`src/rtl/maze_pkg.sv`:
```
// Shared types and constants for the maze move controller and the renderer.
package maze_pkg;

   localparam int unsigned MAZE_W_DEF = 5;
   localparam int unsigned MAZE_H_DEF = 5;

   // Cardinal heading; the encoding matches angle = heading*64.
   typedef enum logic [1:0] {
      DIR_E = 2'd0,
      DIR_S = 2'd1,
      DIR_W = 2'd2,
      DIR_N = 2'd3
   } dir_e;

   // Button index doubles as the command code.
   typedef enum logic [1:0] {
      CMD_FWD   = 2'd0,
      CMD_BACK  = 2'd1,
      CMD_LEFT  = 2'd2,
      CMD_RIGHT = 2'd3
   } cmd_e;

   typedef enum logic [2:0] {
      ST_BOOT     = 3'd0,
      ST_IDLE     = 3'd1,
      ST_CHECK    = 3'd2,
      ST_UPDATE   = 3'd3,
      ST_REQ      = 3'd4,
      ST_WAIT_REL = 3'd5
   } state_e;

   // draw_mode codes understood by the renderer FSM.
   localparam logic [1:0] DM_IDLE   = 2'b00;
   localparam logic [1:0] DM_MOVE   = 2'b10;
   localparam logic [1:0] DM_ROTATE = 2'b11;

   // Heading arithmetic with 2-bit wrap.
   function automatic dir_e dir_add(input dir_e d, input logic [1:0] k);
      return dir_e'(2'(d + k));
   endfunction

endpackage

```
`src/rtl/maze_move_ctrl_if.sv`:
```
// Controller <-> board/renderer signal bundle.
interface maze_move_if
   import maze_pkg::*;
#(
   parameter int unsigned MAZE_W = MAZE_W_DEF,
   parameter int unsigned MAZE_H = MAZE_H_DEF
);
   localparam int unsigned HOR_BITS = (MAZE_H + 1) * MAZE_W;
   localparam int unsigned VER_BITS = MAZE_H * (MAZE_W + 1);

   logic [3:0]          btn_n;
   logic [HOR_BITS-1:0] hor_wall;
   logic [VER_BITS-1:0] ver_wall;
   logic                redraw_ack;
   logic [2:0]          pos_x;
   logic [2:0]          pos_y;
   logic [1:0]          heading;
   logic [7:0]          angle;
   logic [1:0]          draw_mode;
   logic                redraw_req;
   logic                bump;
   logic                at_goal;

   modport master (
      input  btn_n, hor_wall, ver_wall, redraw_ack,
      output pos_x, pos_y, heading, angle, draw_mode, redraw_req, bump, at_goal
   );

   modport slave (
      output btn_n, hor_wall, ver_wall, redraw_ack,
      input  pos_x, pos_y, heading, angle, draw_mode, redraw_req, bump, at_goal
   );
endinterface

```
`src/rtl/maze_move_ctrl_btn_debounce.sv`:
```
// One-bit button conditioner: 2-FF synchronizer, stability counter, rise pulse.
module btn_debounce #(
   parameter int unsigned DEBOUNCE_CYCLES = 1_000_000
)(
   input  logic clk,
   input  logic rst,
   input  logic btn_i,
   output logic level_o,
   output logic rise_o
);
   localparam int unsigned CNT_W = $clog2(DEBOUNCE_CYCLES + 1);

   logic             sync1_q, sync2_q;
   logic [CNT_W-1:0] cnt_q, cnt_d;
   logic             level_q, level_d;
   logic             rise_q, rise_d;

   // Count consecutive samples that disagree with the accepted level.
   always_comb begin
      cnt_d   = '0;
      level_d = level_q;
      rise_d  = 1'b0;
      if (sync2_q != level_q) begin
         if (cnt_q == CNT_W'(DEBOUNCE_CYCLES - 1)) begin
            level_d = sync2_q;
            rise_d  = sync2_q;
         end else begin
            cnt_d = cnt_q + CNT_W'(1);
         end
      end
   end

   // Synchronizer and debounce state.
   always_ff @(posedge clk or posedge rst) begin
      if (rst) begin
         sync1_q <= 1'b0;
         sync2_q <= 1'b0;
         cnt_q   <= '0;
         level_q <= 1'b0;
         rise_q  <= 1'b0;
      end else begin
         sync1_q <= btn_i;
         sync2_q <= sync1_q;
         cnt_q   <= cnt_d;
         level_q <= level_d;
         rise_q  <= rise_d;
      end
   end

   assign level_o = level_q;
   assign rise_o  = rise_q;
endmodule

```
`src/rtl/maze_move_ctrl.sv`:
```
// Maze player move controller: debounced buttons, wall check, position/heading,
// redraw req/ack handshake. Optional auto-repeat under MOVE_AUTOREPEAT_EN.
module maze_move_ctrl
   import maze_pkg::*;
#(
   parameter int unsigned MAZE_W          = MAZE_W_DEF,
   parameter int unsigned MAZE_H          = MAZE_H_DEF,
   parameter int unsigned START_X         = 0,
   parameter int unsigned START_Y         = 0,
   parameter int unsigned START_DIR       = 0,
   parameter int unsigned DEBOUNCE_CYCLES = 1_000_000
`ifdef MOVE_AUTOREPEAT_EN
   , parameter int unsigned REPEAT_CYCLES = 25_000_000
`endif
)(
   input  logic         clk,
   input  logic         rst,
   maze_move_if.master  mv
);
   localparam int unsigned HOR_BITS = (MAZE_H + 1) * MAZE_W;
   localparam int unsigned VER_BITS = MAZE_H * (MAZE_W + 1);
   localparam int unsigned HOR_AW   = $clog2(HOR_BITS);
   localparam int unsigned VER_AW   = $clog2(VER_BITS);
`ifdef MOVE_AUTOREPEAT_EN
   localparam int unsigned RPT_W    = 25;
`endif

   state_e     state_q, state_d;
   cmd_e       cmd_q, cmd_d;
   logic [2:0] pos_x_q, pos_x_d;
   logic [2:0] pos_y_q, pos_y_d;
   dir_e       heading_q, heading_d;
   logic [7:0] angle_q, angle_d;
   logic [1:0] mode_q, mode_d;
   logic       req_q, req_d;
   logic       bump_q, bump_d;
`ifdef MOVE_AUTOREPEAT_EN
   logic [RPT_W-1:0] rep_cnt_q, rep_cnt_d;
`endif

   logic [3:0]  lvl, rise;
   cmd_e        rise_cmd_c;
   dir_e        move_dir_c;
   logic        blocked_c;
   logic [2:0]  next_x_c, next_y_c;
   int unsigned cx, cy, hor_idx, ver_idx;

   // Four button conditioners on the inverted (active-high) buttons.
   for (genvar i = 0; i < 4; i++) begin : g_db
      btn_debounce #(.DEBOUNCE_CYCLES(DEBOUNCE_CYCLES)) u_db (
         .clk     (clk),
         .rst     (rst),
         .btn_i   (~mv.btn_n[i]),
         .level_o (lvl[i]),
         .rise_o  (rise[i])
      );
   end

   // Lowest-index rising button wins.
   always_comb begin
      rise_cmd_c = CMD_RIGHT;
      if (rise[0])      rise_cmd_c = CMD_FWD;
      else if (rise[1]) rise_cmd_c = CMD_BACK;
      else if (rise[2]) rise_cmd_c = CMD_LEFT;
   end

   // Wall/border check and target cell for the captured move.
   always_comb begin
      move_dir_c = (cmd_q == CMD_BACK) ? dir_add(heading_q, 2'd2) : heading_q;
      cx         = 32'(pos_x_q);
      cy         = 32'(pos_y_q);
      hor_idx    = 0;
      ver_idx    = 0;
      blocked_c  = 1'b0;
      next_x_c   = pos_x_q;
      next_y_c   = pos_y_q;
      case (move_dir_c)
         DIR_E: begin
            ver_idx   = cy * (MAZE_W + 1) + cx + 1;
            blocked_c = (cx == MAZE_W - 1) || mv.ver_wall[VER_AW'(ver_idx)];
            next_x_c  = 3'(pos_x_q + 3'd1);
         end
         DIR_W: begin
            ver_idx   = cy * (MAZE_W + 1) + cx;
            blocked_c = (cx == 0) || mv.ver_wall[VER_AW'(ver_idx)];
            next_x_c  = 3'(pos_x_q - 3'd1);
         end
         DIR_S: begin
            hor_idx   = (cy + 1) * MAZE_W + cx;
            blocked_c = (cy == MAZE_H - 1) || mv.hor_wall[HOR_AW'(hor_idx)];
            next_y_c  = 3'(pos_y_q + 3'd1);
         end
         default: begin
            hor_idx   = cy * MAZE_W + cx;
            blocked_c = (cy == 0) || mv.hor_wall[HOR_AW'(hor_idx)];
            next_y_c  = 3'(pos_y_q - 3'd1);
         end
      endcase
   end

   // FSM next state and registered outputs.
   always_comb begin
      state_d   = state_q;
      cmd_d     = cmd_q;
      pos_x_d   = pos_x_q;
      pos_y_d   = pos_y_q;
      heading_d = heading_q;
      mode_d    = mode_q;
      req_d     = req_q;
      bump_d    = 1'b0;
`ifdef MOVE_AUTOREPEAT_EN
      rep_cnt_d = '0;
`endif
      case (state_q)
         ST_BOOT: begin
            req_d   = 1'b1;
            mode_d  = DM_MOVE;
            state_d = ST_REQ;
         end
         ST_IDLE: begin
            if (|rise) begin
               cmd_d   = rise_cmd_c;
               state_d = ST_CHECK;
            end
         end
         ST_CHECK: begin
            if (cmd_q == CMD_LEFT || cmd_q == CMD_RIGHT) begin
               heading_d = (cmd_q == CMD_LEFT) ? dir_add(heading_q, 2'd3)
                                               : dir_add(heading_q, 2'd1);
               req_d     = 1'b1;
               mode_d    = DM_ROTATE;
               state_d   = ST_UPDATE;
            end else if (blocked_c) begin
               bump_d  = 1'b1;
               state_d = ST_WAIT_REL;
            end else begin
               pos_x_d = next_x_c;
               pos_y_d = next_y_c;
               req_d   = 1'b1;
               mode_d  = DM_MOVE;
               state_d = ST_UPDATE;
            end
         end
         ST_UPDATE: begin
            state_d = ST_REQ;
         end
         ST_REQ: begin
            if (mv.redraw_ack) begin
               req_d   = 1'b0;
               mode_d  = DM_IDLE;
               state_d = ST_WAIT_REL;
            end
         end
         ST_WAIT_REL: begin
            if (lvl == 4'b0000) begin
               state_d = ST_IDLE;
            end
`ifdef MOVE_AUTOREPEAT_EN
            else if (lvl == 4'(4'b0001 << cmd_q)) begin
               if (rep_cnt_q == RPT_W'(REPEAT_CYCLES - 1)) begin
                  state_d = ST_CHECK;
               end else begin
                  rep_cnt_d = rep_cnt_q + RPT_W'(1);
               end
            end
`endif
         end
         default: begin
            state_d = ST_BOOT;
         end
      endcase
      angle_d = {heading_d, 6'b000000};
   end

   // State and output registers.
   always_ff @(posedge clk or posedge rst) begin
      if (rst) begin
         state_q   <= ST_BOOT;
         cmd_q     <= CMD_FWD;
         pos_x_q   <= 3'(START_X);
         pos_y_q   <= 3'(START_Y);
         heading_q <= dir_e'(2'(START_DIR));
         angle_q   <= {2'(START_DIR), 6'b000000};
         mode_q    <= DM_IDLE;
         req_q     <= 1'b0;
         bump_q    <= 1'b0;
`ifdef MOVE_AUTOREPEAT_EN
         rep_cnt_q <= '0;
`endif
      end else begin
         state_q   <= state_d;
         cmd_q     <= cmd_d;
         pos_x_q   <= pos_x_d;
         pos_y_q   <= pos_y_d;
         heading_q <= heading_d;
         angle_q   <= angle_d;
         mode_q    <= mode_d;
         req_q     <= req_d;
         bump_q    <= bump_d;
`ifdef MOVE_AUTOREPEAT_EN
         rep_cnt_q <= rep_cnt_d;
`endif
      end
   end

   assign mv.pos_x      = pos_x_q;
   assign mv.pos_y      = pos_y_q;
   assign mv.heading    = heading_q;
   assign mv.angle      = angle_q;
   assign mv.draw_mode  = mode_q;
   assign mv.redraw_req = req_q;
   assign mv.bump       = bump_q;
   assign mv.at_goal    = (pos_x_q == 3'(MAZE_W - 1)) && (pos_y_q == 3'(MAZE_H - 1));
endmodule
```
`src/flat_wrapper.sv`:
```
// flat-port wrapper written by rule: the top's interface ports become plain ports
module maze_move_ctrl_flat import maze_pkg::*;
#(
   parameter int unsigned MAZE_W          = MAZE_W_DEF,
   parameter int unsigned MAZE_H          = MAZE_H_DEF,
   parameter int unsigned START_X         = 0,
   parameter int unsigned START_Y         = 0,
   parameter int unsigned START_DIR       = 0,
   parameter int unsigned DEBOUNCE_CYCLES = 1_000_000

)
  (clk, rst, mv_btn_n, mv_hor_wall, mv_ver_wall, mv_redraw_ack, mv_pos_x, mv_pos_y, mv_heading, mv_angle, mv_draw_mode, mv_redraw_req, mv_bump, mv_at_goal);
  maze_move_if #(.MAZE_W(MAZE_W), .MAZE_H(MAZE_H)) mv_i ();
  input  logic clk;
  input  logic rst;
  input wire logic [$bits(mv_i.btn_n)-1:0] mv_btn_n;
  input wire logic [$bits(mv_i.hor_wall)-1:0] mv_hor_wall;
  input wire logic [$bits(mv_i.ver_wall)-1:0] mv_ver_wall;
  input wire logic [$bits(mv_i.redraw_ack)-1:0] mv_redraw_ack;
  output wire logic [$bits(mv_i.pos_x)-1:0] mv_pos_x;
  output wire logic [$bits(mv_i.pos_y)-1:0] mv_pos_y;
  output wire logic [$bits(mv_i.heading)-1:0] mv_heading;
  output wire logic [$bits(mv_i.angle)-1:0] mv_angle;
  output wire logic [$bits(mv_i.draw_mode)-1:0] mv_draw_mode;
  output wire logic [$bits(mv_i.redraw_req)-1:0] mv_redraw_req;
  output wire logic [$bits(mv_i.bump)-1:0] mv_bump;
  output wire logic [$bits(mv_i.at_goal)-1:0] mv_at_goal;
  assign mv_i.btn_n = mv_btn_n;
  assign mv_i.hor_wall = mv_hor_wall;
  assign mv_i.ver_wall = mv_ver_wall;
  assign mv_i.redraw_ack = mv_redraw_ack;
  assign mv_pos_x = mv_i.pos_x;
  assign mv_pos_y = mv_i.pos_y;
  assign mv_heading = mv_i.heading;
  assign mv_angle = mv_i.angle;
  assign mv_draw_mode = mv_i.draw_mode;
  assign mv_redraw_req = mv_i.redraw_req;
  assign mv_bump = mv_i.bump;
  assign mv_at_goal = mv_i.at_goal;
  maze_move_ctrl #(.MAZE_W(MAZE_W), .MAZE_H(MAZE_H), .START_X(START_X), .START_Y(START_Y), .START_DIR(START_DIR), .DEBOUNCE_CYCLES(DEBOUNCE_CYCLES)) u_core (.clk(clk), .rst(rst), .mv(mv_i));
endmodule
```
`config.mk`:
```
export PLATFORM = sky130hd
export DESIGN_NAME = maze_move_ctrl_flat
export DESIGN_NICKNAME = d
export VERILOG_FILES = /design/src/rtl/maze_pkg.sv /design/src/rtl/maze_move_ctrl_if.sv /design/src/rtl/maze_move_ctrl_btn_debounce.sv /design/src/rtl/maze_move_ctrl.sv /design/src/flat_wrapper.sv
export SDC_FILE = /design/constraint.sdc
export NUM_CORES = 1
export LEC_CHECK = 0
export CAP_MARGIN = 20
export CORE_MARGIN = 4
export CORE_UTILIZATION = 57
export DETAILED_ROUTE_END_ITERATION = 8
export PLACE_DENSITY = 0.82
export RECOVER_POWER = 50
export SYNTH_ARGS = -nofsm -noshare
export SYNTH_HDL_FRONTEND = slang
export SYNTH_SLANG_ARGS = --single-unit
```
`constraint.sdc`:
```
create_clock -name clk -period 10.8 [get_ports clk]
set_clock_uncertainty 0.15 [all_clocks]
set_input_delay 2.16 -clock clk [delete_from_list [all_inputs] [get_ports clk]]
set_output_delay 2.16 -clock clk [all_outputs]
set_load 0.02 [all_outputs]
```
==> results.json <==
{
  "clkSinkCount": 113,
  "outcome": "complete, no violations",
  "final_cells": 916,
  "hp-class": "register to register",
  "rsz0062_at_grt": "no",
  "synthCells": 678,
  "synth_cell_types": 60,
  "cts-resized-gates": 0,
  "timing.slew.headroom_pct": 18.91,
  "cts_buffers": 17,
  "fin_area_um2": 8414,
  "postCtsHoldBufs": 0,
  "synth_edf_count": 0,
  "power_frac_seq_pct": 42.3,
  "cp.required_ns": 10.93,
  "grt_pass1_wl_mm": 26.10,
  "hold_viol": 0,
  "start_util_pct": 58.25,
  "tns_ns": 0,
  "ys_seq_area_share_pct": 40.41,
  "syn_area_per_cell_um2": 10.32,
  "power_density_nw_per_um2": 125.5,
  "cts.clk_slew.worst_paths_ns": 0.05,
  "vdd_ir_drop_max_uv": 131.4,
  "grt.overflow.total": 0,
  "setup_viol": 0,
  "place_congestion": 0.8767,
  "firstDrtPassIters": 4,
  "pwr-share-clk_pct": 48.8,
  "finalCritPeriodShare_pct": 42.60,
  "n_fill_cell": 851,
  "grt_pass1_vias": 5544,
  "slew_viol_final": 0,
  "clockRootBuffer": "clkbuf_16",
  "tritoncts": "done",
  "cp-end-kind": "register",
  "synth_ff_type": "dfrtp_1",
  "ys_warn_count": 0,
  "max_freq_ghz": 0.2174,
  "synth_area_um2": 6997,
  "maxCapViolations": 0,
  "antenna_cells": 0,
  "p_leak_uw": 0.003607,
  "die_w_um": 118.8,
  "htreeDepth": 4,
  "vias": 5345,
  "num_rows": 40,
  "crit_type": "register to register",
  "cts_buffer_depth": 2,
  "switching_share_pct": 22.59,
  "post_cts_buffers": 0,
  "die_h_um": 118.8,
  "syn_to_final_growth_pct": 20.26,
  "coreArea_um2": 12010,
  "dp_hpwl_mm": 10.77,
  "synthArstFlopShare_pct": 100.0,
  "cp_max_fo": 8,
  "track_usage_pct": 22.56,
  "p_switching_uw": 238.5,
  "dieArea_um2": 14110,
  "p_comb_share_pct": 8.9,
  "p_int_uw": 817.4,
  "wire_per_inst_um": 16.69,
  "viasPerCell": 5.835,
  "io_pins": 88,
  "ant_nets": 0,
  "route.detailed.drc": 0,
  "finish.utilization_pct": 70.05,
  "dp_cells": 884,
  "grt_max_degree": 88,
  "postPlaceCellArea_um2": 7833,
  "clk_latency_ns": 0.41,
  "cp.arrival_ns": 4.73,
  "antenna_found_initial": 0,
  "period_needed_ns": 4.601,
  "finalWirelength_mm": 15.29,
  "cp-start-kind": "register",
  "synth.ff_latch_count": 113,
  "drive_gt1_share_pct": 9.623,
  "drt_iter0_markers": 285,
  "nets": 857,
  "portBuffers": 81,
  "tightestPinTransition_ns": 1.210
}
-- flip-flops by register name (all words and copies together) (netlist names) --
name,count
u_core.g_db.u_db.rise_o,4
u_core.cmd_q,2
u_core.g_db.u_db.sync2_q,4
u_core.mv.pos_x,3
u_core.mv.bump,1
u_core.mv.redraw_req,1
u_core.mv.draw_mode,2
u_core.state_q,3
u_core.g_db.u_db.level_o,4
u_core.mv.angle,2
u_core.mv.pos_y,3
u_core.g_db.u_db.sync1_q,4
u_core.g_db.u_db.cnt_q,80
-- routing by layer --
metal  GRT usage [%]  routed length [µm]  vias up
met2           39.79                7925      121
met3           5.407                 704       28
met4           7.241                 222        0
met1           27.20                6436     2666
li1                -                   -     2530
met5               0                   0        -
-- layout make-up --
type                       instances  area (µm²)  share of cell area (%)
inverter                          26       98.84                   1.175
multi-input combinational        515        3895                   46.29
timing repair buffer              84       853.3                   10.14
clock buffer                      27       533.0                   6.335
tap                              147       183.9                   2.186
sequential                       113        2828                   33.61
clock inverter                     4       22.52                  0.2677
-- placed cells by master (no fill, tap or decap), drive strengths merged, types with 3 or more instances in the layout --
cell	Yosys	layout
buf	15	3
dlygate4sd3	0	5
nand2	52	52
clkdlybuf4s50	0	76
or3	9	9
xnor2	40	40
and4	3	3
nand3	43	43
ha	27	27
or2	4	4
inv	26	25
o21ai	12	12
a22oi	3	3
nand3b	3	3
nor3	6	6
and3	24	24
fa	6	6
xor2	52	52
nand4	8	8
clkbuf	14	27
a21oi	20	20
nor2	96	96
mux4	28	28
clkinv	0	3
mux2i	13	13
a21o	3	3
nor3b	5	5
and2	6	6
nor4	10	10
mux2	7	7
conb	1	6
dfrtp	113	113
o31ai	3	3
-- cell usage after synthesis (3+ instances only) --
cell	n	area, µm²
o31ai_1	3	22.52
mux2i_1	13	130.1
and2_1	6	37.54
o21ai_0	12	60.06
nand3b_1	3	22.52
nor3b_1	5	37.54
fa_1	6	120.1
mux2_2	7	78.83
and4_1	3	26.28
mux4_1	5	131.4
and3_1	23	143.9
buf_2	3	15.01
ha_1	27	337.8
dfrtp_1	113	2828
nor4_1	10	62.56
a21oi_1	18	90.09
clkbuf_8	3	41.29
or3_1	8	50.05
nor3_1	6	30.03
nand4_1	8	50.05
nand3_1	43	215.2
xor2_1	51	446.7
nand2_1	52	195.2
inv_1	26	97.59
clkbuf_1	11	41.29
xnor2_1	40	350.3
buf_4	10	75.07
mux4_2	23	518.0
nor2_1	96	360.4
-- worst max-delay path: stages (launching register included) --
cell and delay, ns:
dfrtp_1 0.54, ha_1 0.27, xor2_1 0.24, ha_1 0.28, ha_1 0.32, fa_1 0.78
mux4_2 0.56, mux4_2 0.48, mux2i_1 0.25, nand2_1 0.11, a21oi_2 0.22, nand2_1 0.12
xnor2_1 0.15
-- path summary, 6_finish.rpt --
kind	to	slack (ns)	depth (start not counted)	startpoint
max in group asynchronous	u_core.g_db[2].u_db.cnt_q[5]	6.96	4	rst
min in group asynchronous	u_core.g_db[2].u_db.cnt_q[11]	2.30	2	rst
worst max-delay path	u_core.mv.pos_y[2]	6.20	12	u_core.mv.pos_y[1]
worst max register to register	u_core.mv.pos_y[2]	6.20	12	u_core.mv.pos_y[1]
worst min register to register	u_core.g_db[0].u_db.sync2_q	0.20	0	u_core.g_db[0].u_db.sync1_q
worst min-delay path	u_core.g_db[0].u_db.sync2_q	0.20	0	u_core.g_db[0].u_db.sync1_q
-- power groups by stage --
stage | Clock, µW | Combinational [µW] | Sequential, µW
finish | 515 | 94.1 | 447
global route | 545 | 103 | 449
CTS | 523 | 93.5 | 447
detailed placement | 0 | 92.5 | 454
global placement | 0 | 89.3 | 452
floorplan | 0 | 52.6 | 453
-- cells by family (layout without fill, tap and decap cells) --
| family | after synthesis | after routing | share of synthesized area [%] |
|---|---|---|---|
| AND/OR/NAND/NOR | 282 | 282 | 19.69 |
| AO/OA/AOI/OAI | 54 | 54 | 5.222 |
| multiplexers | 48 | 48 | 12.27 |
| buffers and inverters | 55 | 141 | 4.184 |
| flip-flops | 113 | 113 | 40.41 |
| other | 1 | 6 | 0.05360 |
| XOR/XNOR | 92 | 92 | 11.62 |
| adder cells (fa/ha/maj) | 33 | 33 | 6.545 |
-- metrics by stage --
step / worst slack, ns / total power, µW / hold slack (ns)
after floorplan: 5.503 / 505.9 / 0.1812
after detailed placement: 6.131 / 546.1 / 0.1918
after global placement: 6.179 / 541.8 / 0.1834
final: 6.199 / 1056 / 0.1984
after global routing: 5.910 / 1097 / 0.2161
after CTS: 6.176 / 1063 / 0.2030
Note: power is estimated with default switching activity, not from simulation.
